<file path="src/rtl/axi4_lite_pkg.sv">
// Shared AXI4-Lite definitions: response codes and the write-channel FSM states.
package axi4_lite_pkg;

  localparam logic [1:0] RESP_OKAY   = 2'b00;
  localparam logic [1:0] RESP_SLVERR = 2'b10;

  typedef enum logic [1:0] {
    W_IDLE,
    W_HAVE_AW,
    W_HAVE_W,
    W_RESP
  } wr_state_e;

endpackage

</file>
<file path="src/rtl/axi4_lite_addr_decode.sv">
// Byte address -> word index, with range and read-only classification for one channel.
module axi4_lite_addr_decode #(
  parameter int unsigned DATA_W = 32,
  parameter int unsigned ADDR_W = 8,
  parameter int unsigned NUM_REGS = 16,
  parameter logic [NUM_REGS-1:0] RO_MASK = '0,
  localparam int unsigned LSB = $clog2(DATA_W / 8),
  localparam int unsigned IDX_W = ADDR_W - LSB
) (
  input  logic [ADDR_W-1:0] addr,
  output logic [IDX_W-1:0]  idx,
  output logic              in_range,
  output logic              read_only
);

  logic [NUM_REGS-1:0] ro_shifted;
  logic                unused_low;

  assign idx        = addr[ADDR_W-1:LSB];
  assign unused_low = ^addr[LSB-1:0];
  assign in_range   = 32'(idx) < NUM_REGS;

  // Out-of-range indices shift every mask bit away, so read_only is 0 for them.
  assign ro_shifted = RO_MASK >> idx;
  assign read_only  = ro_shifted[0];

endmodule

</file>
<file path="src/rtl/axi4_lite_regbank.sv">
// AXI4-Lite register bank: independent write FSM and single-entry read path over NUM_REGS words.
module axi4_lite_regbank
  import axi4_lite_pkg::*;
#(
  parameter int unsigned DATA_W = 32,
  parameter int unsigned ADDR_W = 8,
  parameter int unsigned NUM_REGS = 16,
  parameter logic [NUM_REGS-1:0] RO_MASK = '0
) (
  input  logic                         clk,
  input  logic                         reset,
  input  logic                         awvalid,
  output logic                         awready,
  input  logic [ADDR_W-1:0]            awaddr,
  input  logic [2:0]                   awprot,
  input  logic                         wrvalid,
  output logic                         wrready,
  input  logic [DATA_W-1:0]            wrdata,
  input  logic [DATA_W/8-1:0]          wrstrb,
  output logic                         bvalid,
  input  logic                         bready,
  output logic [1:0]                   bresp,
  input  logic                         arvalid,
  output logic                         arready,
  input  logic [ADDR_W-1:0]            araddr,
  input  logic [2:0]                   arprot,
  output logic                         rvalid,
  input  logic                         rready,
  output logic [DATA_W-1:0]            rdata,
  output logic [1:0]                   rresp,
  output logic [NUM_REGS*DATA_W-1:0]   reg_q,
  output logic [NUM_REGS-1:0]          reg_wr_pulse,
  input  logic [NUM_REGS*DATA_W-1:0]   ro_in
);

  localparam int unsigned STRB_W = DATA_W / 8;
  localparam int unsigned IDX_W  = ADDR_W - $clog2(STRB_W);

  wr_state_e            state, state_nx;
  logic [DATA_W-1:0]    regs [NUM_REGS];
  logic [ADDR_W-1:0]    aw_addr_q;
  logic [DATA_W-1:0]    w_data_q;
  logic [STRB_W-1:0]    w_strb_q;
  logic                 aw_hs, w_hs, ar_hs, wr_commit;
  logic [ADDR_W-1:0]    wr_addr_sel;
  logic [DATA_W-1:0]    wr_data_sel;
  logic [STRB_W-1:0]    wr_strb_sel;
  logic [IDX_W-1:0]     wr_idx, rd_idx;
  logic                 wr_in_range, wr_ro, wr_ok;
  logic                 rd_in_range, rd_ro;
  logic [DATA_W-1:0]    rd_word;
  logic                 unused_prot;

  assign unused_prot = ^{awprot, arprot};

  // Readies are masked by reset so they read 0 while reset is held, not just after the first edge.
  assign awready = !reset && (state == W_IDLE || state == W_HAVE_W);
  assign wrready = !reset && (state == W_IDLE || state == W_HAVE_AW);
  assign bvalid  = (state == W_RESP);
  assign arready = !reset && !rvalid;

  assign aw_hs = awvalid && awready;
  assign w_hs  = wrvalid && wrready;
  assign ar_hs = arvalid && arready;

  assign wr_addr_sel = (state == W_HAVE_AW) ? aw_addr_q : awaddr;
  assign wr_data_sel = (state == W_HAVE_W)  ? w_data_q  : wrdata;
  assign wr_strb_sel = (state == W_HAVE_W)  ? w_strb_q  : wrstrb;
  assign wr_ok       = wr_in_range && !wr_ro;

  axi4_lite_addr_decode #(
    .DATA_W(DATA_W), .ADDR_W(ADDR_W), .NUM_REGS(NUM_REGS), .RO_MASK(RO_MASK)
  ) u_wr_dec (
    .addr(wr_addr_sel), .idx(wr_idx), .in_range(wr_in_range), .read_only(wr_ro)
  );

  axi4_lite_addr_decode #(
    .DATA_W(DATA_W), .ADDR_W(ADDR_W), .NUM_REGS(NUM_REGS), .RO_MASK(RO_MASK)
  ) u_rd_dec (
    .addr(araddr), .idx(rd_idx), .in_range(rd_in_range), .read_only(rd_ro)
  );

  always_ff @(posedge clk) begin
    if (reset) state <= W_IDLE;
    else       state <= state_nx;
  end

  always_comb begin
    state_nx  = state;
    wr_commit = 1'b0;
    case (state)
      W_IDLE: begin
        if (aw_hs && w_hs) begin
          wr_commit = 1'b1;
          state_nx  = W_RESP;
        end else if (aw_hs) begin
          state_nx = W_HAVE_AW;
        end else if (w_hs) begin
          state_nx = W_HAVE_W;
        end
      end
      W_HAVE_AW: begin
        if (w_hs) begin
          wr_commit = 1'b1;
          state_nx  = W_RESP;
        end
      end
      W_HAVE_W: begin
        if (aw_hs) begin
          wr_commit = 1'b1;
          state_nx  = W_RESP;
        end
      end
      W_RESP: begin
        if (bready) state_nx = W_IDLE;
      end
      default: state_nx = W_IDLE;
    endcase
  end

  always_ff @(posedge clk) begin
    if (reset) begin
      aw_addr_q <= '0;
      w_data_q  <= '0;
      w_strb_q  <= '0;
      bresp     <= '0;
    end else begin
      if (aw_hs) aw_addr_q <= awaddr;
      if (w_hs) begin
        w_data_q <= wrdata;
        w_strb_q <= wrstrb;
      end
      if (wr_commit) bresp <= wr_ok ? RESP_OKAY : RESP_SLVERR;
    end
  end

  always_ff @(posedge clk) begin
    if (reset) begin
      for (int unsigned i = 0; i < NUM_REGS; i++) regs[i] <= '0;
      reg_wr_pulse <= '0;
    end else begin
      reg_wr_pulse <= '0;
      for (int unsigned i = 0; i < NUM_REGS; i++) begin
        if (wr_commit && wr_ok && wr_idx == IDX_W'(i)) begin
          reg_wr_pulse[i] <= 1'b1;
          for (int unsigned b = 0; b < STRB_W; b++)
            if (wr_strb_sel[b]) regs[i][8*b +: 8] <= wr_data_sel[8*b +: 8];
        end
      end
    end
  end

  always_comb begin
    reg_q = '0;
    for (int unsigned i = 0; i < NUM_REGS; i++) reg_q[i*DATA_W +: DATA_W] = regs[i];
  end

  always_comb begin
    rd_word = '0;
    for (int unsigned i = 0; i < NUM_REGS; i++)
      if (rd_idx == IDX_W'(i)) rd_word = rd_ro ? ro_in[i*DATA_W +: DATA_W] : regs[i];
  end

  always_ff @(posedge clk) begin
    if (reset) begin
      rvalid <= 1'b0;
      rdata  <= '0;
      rresp  <= '0;
    end else if (ar_hs) begin
      rvalid <= 1'b1;
      rdata  <= rd_in_range ? rd_word : '0;
      rresp  <= rd_in_range ? RESP_OKAY : RESP_SLVERR;
    end else if (rvalid && rready) begin
      rvalid <= 1'b0;
    end
  end

endmodule

</file>
<file path="config.mk">
export PLATFORM = sky130hd
export DESIGN_NAME = axi4_lite_regbank
export DESIGN_NICKNAME = d
export VERILOG_FILES = /design/src/rtl/axi4_lite_pkg.sv /design/src/rtl/axi4_lite_addr_decode.sv /design/src/rtl/axi4_lite_regbank.sv
export SDC_FILE = /design/constraint.sdc
export NUM_CORES = 1
export LEC_CHECK = 0
export ABC_CLOCK_PERIOD_IN_PS = 2310
export BUFFER_PORTS_ARGS = -buffer_cell sky130_fd_sc_hd__buf_2
export CAP_MARGIN = 20
export CORE_AREA = 10 10 440 442
export CTS_CLUSTER_DIAMETER = 60
export CTS_CLUSTER_SIZE = 24
export DETAILED_ROUTE_END_ITERATION = 6
export DIE_AREA = 0 0 450 452
export GPL_ROUTABILITY_DRIVEN = 0
export PLACE_DENSITY_LB_ADDON = 0.05
export SYNTH_ARGS = -nofsm -noshare
export SYNTH_HDL_FRONTEND = slang
export SYNTH_SLANG_ARGS = --single-unit
export TNS_END_PERCENT = 5
</file>
<file path="constraint.sdc">
create_clock -name clk -period 2.31 [get_ports clk]
set_input_delay 0.231 -clock clk [delete_from_list [all_inputs] [get_ports clk]]
set_output_delay 0.231 -clock clk [all_outputs]
set_load 0.05 [all_outputs]
</file>
---- Word-level counts from Yosys, hierarchy flattened ----
Memories as Yosys holds them, arrays and structs flattened.
Cells that the tools add are included.
storage, ports and cells
  memories kept ........................... 1
  memory bits (writable) .................. 512
  bits in latches ......................... 0
  bits in read-only memories .............. 0
  flip-flop bits (word level) ............. 99
memories
  memory  words  bits a word  read ports  clocked after memory_dff  wr ports  RTL line                 RTL
  regs    16     32           16          0                         16        axi4_lite_regbank.sv:40  logic [DATA_W-1:0] regs [NUM_REGS];
cells by class
  multiply operators ...................... 0
  reduce and logical (&&, ||, !) cells .... 36
  bitwise logic cells ..................... 64
  shifts and indexed selects .............. 2
  div/mod/pow operators ................... 0
  mux-type cells .......................... 329
  add/subtract/negate cells ............... 0
  order comparisons ....................... 2
  eq/ne operators ......................... 37
operators by type and width
  cell                                                                           number
  32-bit 2-to-1 mux                                                              34
  8-bit 2-to-1 mux                                                               65
  1-bit 2-to-1 mux                                                               219
  6-bit by 4-bit == test with 1-bit output (second input constant)               16
  1-bit bitwise OR                                                               64
  6-bit by 3-bit == test with 1-bit output (second input constant)               8
  1-bit logical AND                                                              26
  6-bit by 2-bit == test with 1-bit output (second input constant)               4
  2-bit 2-to-1 mux                                                               8
  6-bit by 1-bit == test with 1-bit output (second input constant)               2
  6-bit zero test                                                                2
  6-bit by 5-bit less-than comparator with 1-bit output (second input constant)  2
  1-bit by 6-bit right shift with 1-bit output (first input constant)            2
  2-bit case mux with 4 select lines                                             1
  2-bit == test (second input constant)                                          2
  4-bit 2-to-1 mux                                                               1
  2-bit != test (second input constant)                                          2
  4-bit by 3-bit != test with 1-bit output (second input constant)               1
  4-bit AND reduction                                                            1
  1-bit zero test                                                                3
  1-bit case mux with 3 select lines                                             1
  2-bit by 1-bit == test with 1-bit output (second input constant)               1
  2-bit zero test                                                                1
  1-bit logical OR                                                               2
  2 further kinds                                                                2

---- Depth between registers and ports, before layout ----
  depth after elaboration ................. 19
  mapped depth ............................ 11
  mapped depth without buffers ............ 8

---- By module ----
From an unflattened synthesis, not the netlist that was laid out.
unflattened totals
  cells, all modules ...................... 2816
  area, all modules ....................... 31654.1 µm²
modules (own cells, without submodules)
  module                 sequential area each (µm²)  cells each  area each (µm²)  times used
  axi4_lite_regbank      17316.6                     2798        31534.0          1
  axi4_lite_addr_decode  0.0                         9           60.1             2

---- Least setup slack after synthesis ----
No wires, ideal clock.
  path kind ............................... reg-to-reg
  from .................................... register state[0]
  to ...................................... memory regs[6][16] (netlist: regs[0][208]), enable pin
  setup slack ............................. -0.207 ns
  period minus slack after synthesis ...... 2.517 ns
  arrival time ............................ 2.188 ns
  buffers on the path ..................... 2
  library setup time ...................... 0.329 ns
  cell stages (with the launch flop) ...... 11
  required time ........................... 1.981 ns
  cells stage by stage .................... dfxtp_1 > inv_1 > ha_1 > buf_2 > a21o_1 > a22oi_1 > or4_1 > clkbuf_1 > nor2_4 > nand2_1 > nand2_1
RTL lines
  what                      RTL line                 RTL
  start: declaration        axi4_lite_regbank.sv:39  wr_state_e state, state_nx;
  start signal: assignment  axi4_lite_regbank.sv:85  else state <= state_nx;
  end: declaration          axi4_lite_regbank.sv:40

==> run_results.csv <==
group,metric,value,unit
final_layout,multi_input_area,9020,um^2
worst_setup_path,critPathLaunchType,"flip-flop",
cts,clock_sinks,607,
global_routing,gr-usage-all-layers,0.171,
worst_setup_path,cp.buffers_inverters,4,
yosys,yosysSeqAreaShare,0.672,
pwr,max-vdd-ir-drop,0.505,mV
floorplanning,rows,158,
worst_setup_path,startpoint,"state[1]",
final_layout,ff_latch_area,17300,um^2
run_status,failed_checks,"design-rule violations, negative setup slack",
timing,finalCritPeriodShare,1.12,
drt,wire_per_inst,31.3,um
worst_setup_path,r2r_start,"state[1]",
worst_hold_path,min_from,"wrvalid",
yosys,ys_ff_latch,607,
cts,worstSkewPairLatency,0.70,ns
yosys,synth.distinct_cells,72,
worst_setup_path,path_max_fanout,13,
yosys,yosys-top-cells-area,"edfxtp_1, dfxtp_1, nor2_1, nand2_1, mux4_2",
yosys,ys.flop_type,"edfxtp_1",
worst_setup_path,arrival,2.97,ns
worst_setup_path,cp_slowest_cell,"or4_4",
pwr,p_comb_frac,0.243,
timing,setup_viol,687,
worst_setup_path,required,2.70,ns
pwr,sw_frac_of_total,0.349,
global_routing,antenna_found_initial,12,
global_routing,grt_pass1_wl,237000,um
final_layout,final_cells,5809,
floorplanning,ios,1146,
timing,max_freq,0.388,GHz
pwr,power_switching,13.1,mW
drt,dr.pass1.iters,7,
cts,clockBufferDepth,3,
yosys,synthCells,2111,
drt,ant_nets,0,
yosys,synth_edf_count,512,
pwr,clkPwrFrac,0.392,
floorplanning,die_area,203000,um^2
pwr,p_leak,16.9,nW
timing,worst_slew_pin_slew,0.778,ns
yosys,ys_warn_count,0,
timing,rsz0062_at_grt,"true",
yosys,async_flop_share,0,
pwr,p_int,24.3,mW
cts,htreeDepth,3,
final_layout,syn2layout_area_growth,62.6,%
floorplanning,fp.coreArea,185000,um^2
worst_setup_path,crit_top_cell,"buf_12",
pwr,power.density,895,nW/um^2
final_layout,drive_gt1_frac,0.486,
worst_setup_path,crit_chain,"inv_4, ha_4, buf_12, o31a_1, or4_4, nor2_4, buf_12, nand2_2, nand2_2, buf_12",
global_routing,gr-total-overflow,0,
timing,slew_headroom,0.476,
yosys,netlist_area,25700,um^2
floorplanning,die_y,452,um
global_routing,grt_pass1_vias,24117,
timing,hold-worst-slack,0.136,ns
worst_setup_path,critPathTopFamily,"simple AND/OR/NAND/NOR gates",
cts,cts_tree,"done",
timing,period_needed,2.58,ns
worst_setup_path,cp-end-kind,"flip-flop",
timing,fin_ws,-0.270,ns
timing,skew,0.0379,ns
cts,clk_pin_slew_worst_paths,0.05,ns
worst_setup_path,critPathMaxStageDelay,0.60,ns
drt,via_per_inst,3.95,
cts,numCtsBuffers,91,
floorplanning,die_w,450,um
yosys,synth_top_cell_by_area,"edfxtp_1",
pwr,p_seq_frac,0.365,
drt,finalWirelength,182000,um
placed_design,io_buffers,621,
yosys,synth_top_area_frac,0.598,
run_status,run_status,"finished with violations",
placed_design,placed_area,36900,um^2
placed_design,hpwlAfterDp,149000,um
drt,drc_errors,4,
timing,drv_slew,0,
cts,cts-root-buf,"clkbuf_16",
floorplanning,start_util,0.139,
final_layout,fillers,20038,
timing,hold_viol,0,
drt,vias,22942,
final_layout,final_nets,3822,
global_routing,grt_max_degree,38,
yosys,syn-mean-instance-area,12.2,um^2
run,max_cap_violations,0,
final_layout,utilization,0.226,
worst_setup_path,crit_type,"reg -> reg",
final_layout,design_area,41800,um^2
drt,dr.first_iter.drc_count,1844,
worst_hold_path,worstHoldPathType,"in -> reg",
placed_design,dp_cells,5571,
-- cells by family after synthesis --
group / after synthesis / share of synthesized area
AND/OR/NAND/NOR: 843 / 0.141
AO/OA/AOI/OAI: 357 / 0.0964
adder cells (fa/ha/maj): 4 / 0.00195
multiplexers: 95 / 0.0543
other: 1 / 0.000146
flip-flops: 607 / 0.672
buffers and inverters: 204 / 0.0343
-- tightest hold or removal path, cell delays in order --
cell and delay [ns]:
buf_2 0.15, nand2_2 0.09, buf_12 0.18, nand3_1 0.10, nand2_1 0.04
-- registers in the layout, indices dropped and copies added (netlist names) --
signal and cells:
rdata 32, aw_addr_q 6, state 2, rvalid 1, regs 512, bresp 1
w_strb_q 4, rresp 1, reg_wr_pulse 16, w_data_q 32
-- synth_stat cells (all sizes together), types with 7 or more instances --
cell,count
a211oi,9
a21oi,56
a221oi,27
a22o,20
a22oi,60
a2bb2oi,7
a31oi,7
a32o,8
buf,57
clkbuf,97
dfxtp,95
edfxtp,512
inv,49
mux2,45
mux2i,19
mux4,31
nand2,309
nand3,58
nand3b,7
nand4,22
nor2,386
nor2b,9
nor3,17
o211ai,10
o21ai,71
o221ai,15
o22ai,31
-- final cells by class --
| class | instances | share of cell area |
|---|---|---|
| Clock inverter | 67 | 0.0182 |
| Clock buffer | 102 | 0.0570 |
| Antenna cell | 12 | 0.000719 |
| Sequential cell | 607 | 0.414 |
| Tap cell | 2480 | 0.0743 |
| Timing Repair Buffer | 1190 | 0.216 |
| Inverter | 50 | 0.00473 |
| Multi-Input combinational cell | 1301 | 0.216 |
-- layout by cell type, fill, tap and decap left out, types with 14 or more instances in the layout --
master / count
clkbuf_16: 93
nand4_1: 22
buf_12: 105
buf_4: 379
dlygate4sd3_1: 46
nand2_8: 37
nand3_1: 57
buf_6: 38
mux4_2: 31
inv_1: 45
a21oi_1: 54
dfxtp_1: 93
a22oi_1: 59
o21ai_0: 71
nand2_1: 185
nor2_4: 20
nand2_4: 48
inv_6: 14
mux2i_1: 19
a221oi_1: 22
mux2_2: 44
o221ai_1: 15
o22ai_1: 31
a22o_1: 20
nand2_2: 39
nor2_2: 41
edfxtp_1: 512
nor2_1: 325
buf_2: 617
-- final timing paths --
| check | to | slack, ns | cells past startpoint |
|---|---|---|---|
| worst max register to register | regs[1][206] | -0.27 | 10 |
| worst max-delay path | regs[1][206] | -0.27 | 10 |
| worst min-delay path | w_data_q[18] | 0.14 | 5 |
| worst min register to register | rdata[30] | 0.44 | 2 |
-- power groups by stage --
| stage | Clock (mW) | Combinational, mW | Sequential [mW] |
|---|---|---|---|
| floorplan | 0 | 2.31 | 15.5 |
| global placement | 0 | 8.57 | 13.9 |
| detailed placement | 0 | 8.59 | 13.9 |
| CTS | 15.1 | 9.03 | 13.7 |
| global route | 15.5 | 9.58 | 13.7 |
| finish | 14.7 | 9.10 | 13.7 |
-- metrics by stage --
stage | power, mW | setup TNS, ns | worst slack [ns]
2_1_floorplan | 17.8 | -6.05 | -0.0503
3_3_place_gp | 22.4 | -330.05 | -0.657
3_5_place_dp | 22.5 | -297.67 | -0.597
4_1_cts | 37.8 | -106.10 | -0.289
5_1_grt | 38.8 | -133.87 | -0.315
6_report | 37.4 | -71.24 | -0.270
-- repair_timing --
action                                 CTS  global route
endpoints found under the hold margin   45             0
gates cloned                             0             0
gates resized for setup                162           106
hold buffers                            46             0
pin swaps                               32            11
setup endpoints to repair              890           815
setup buffers                            8             5
-- metal layers --
layer,GRT usage,routed length (um)
met4,0.0794,9090
met1,0.211,76400
met5,0,8
met2,0.291,87900
met3,0.0290,8300
No activity file was read; power rests on OpenSTA's default activity.
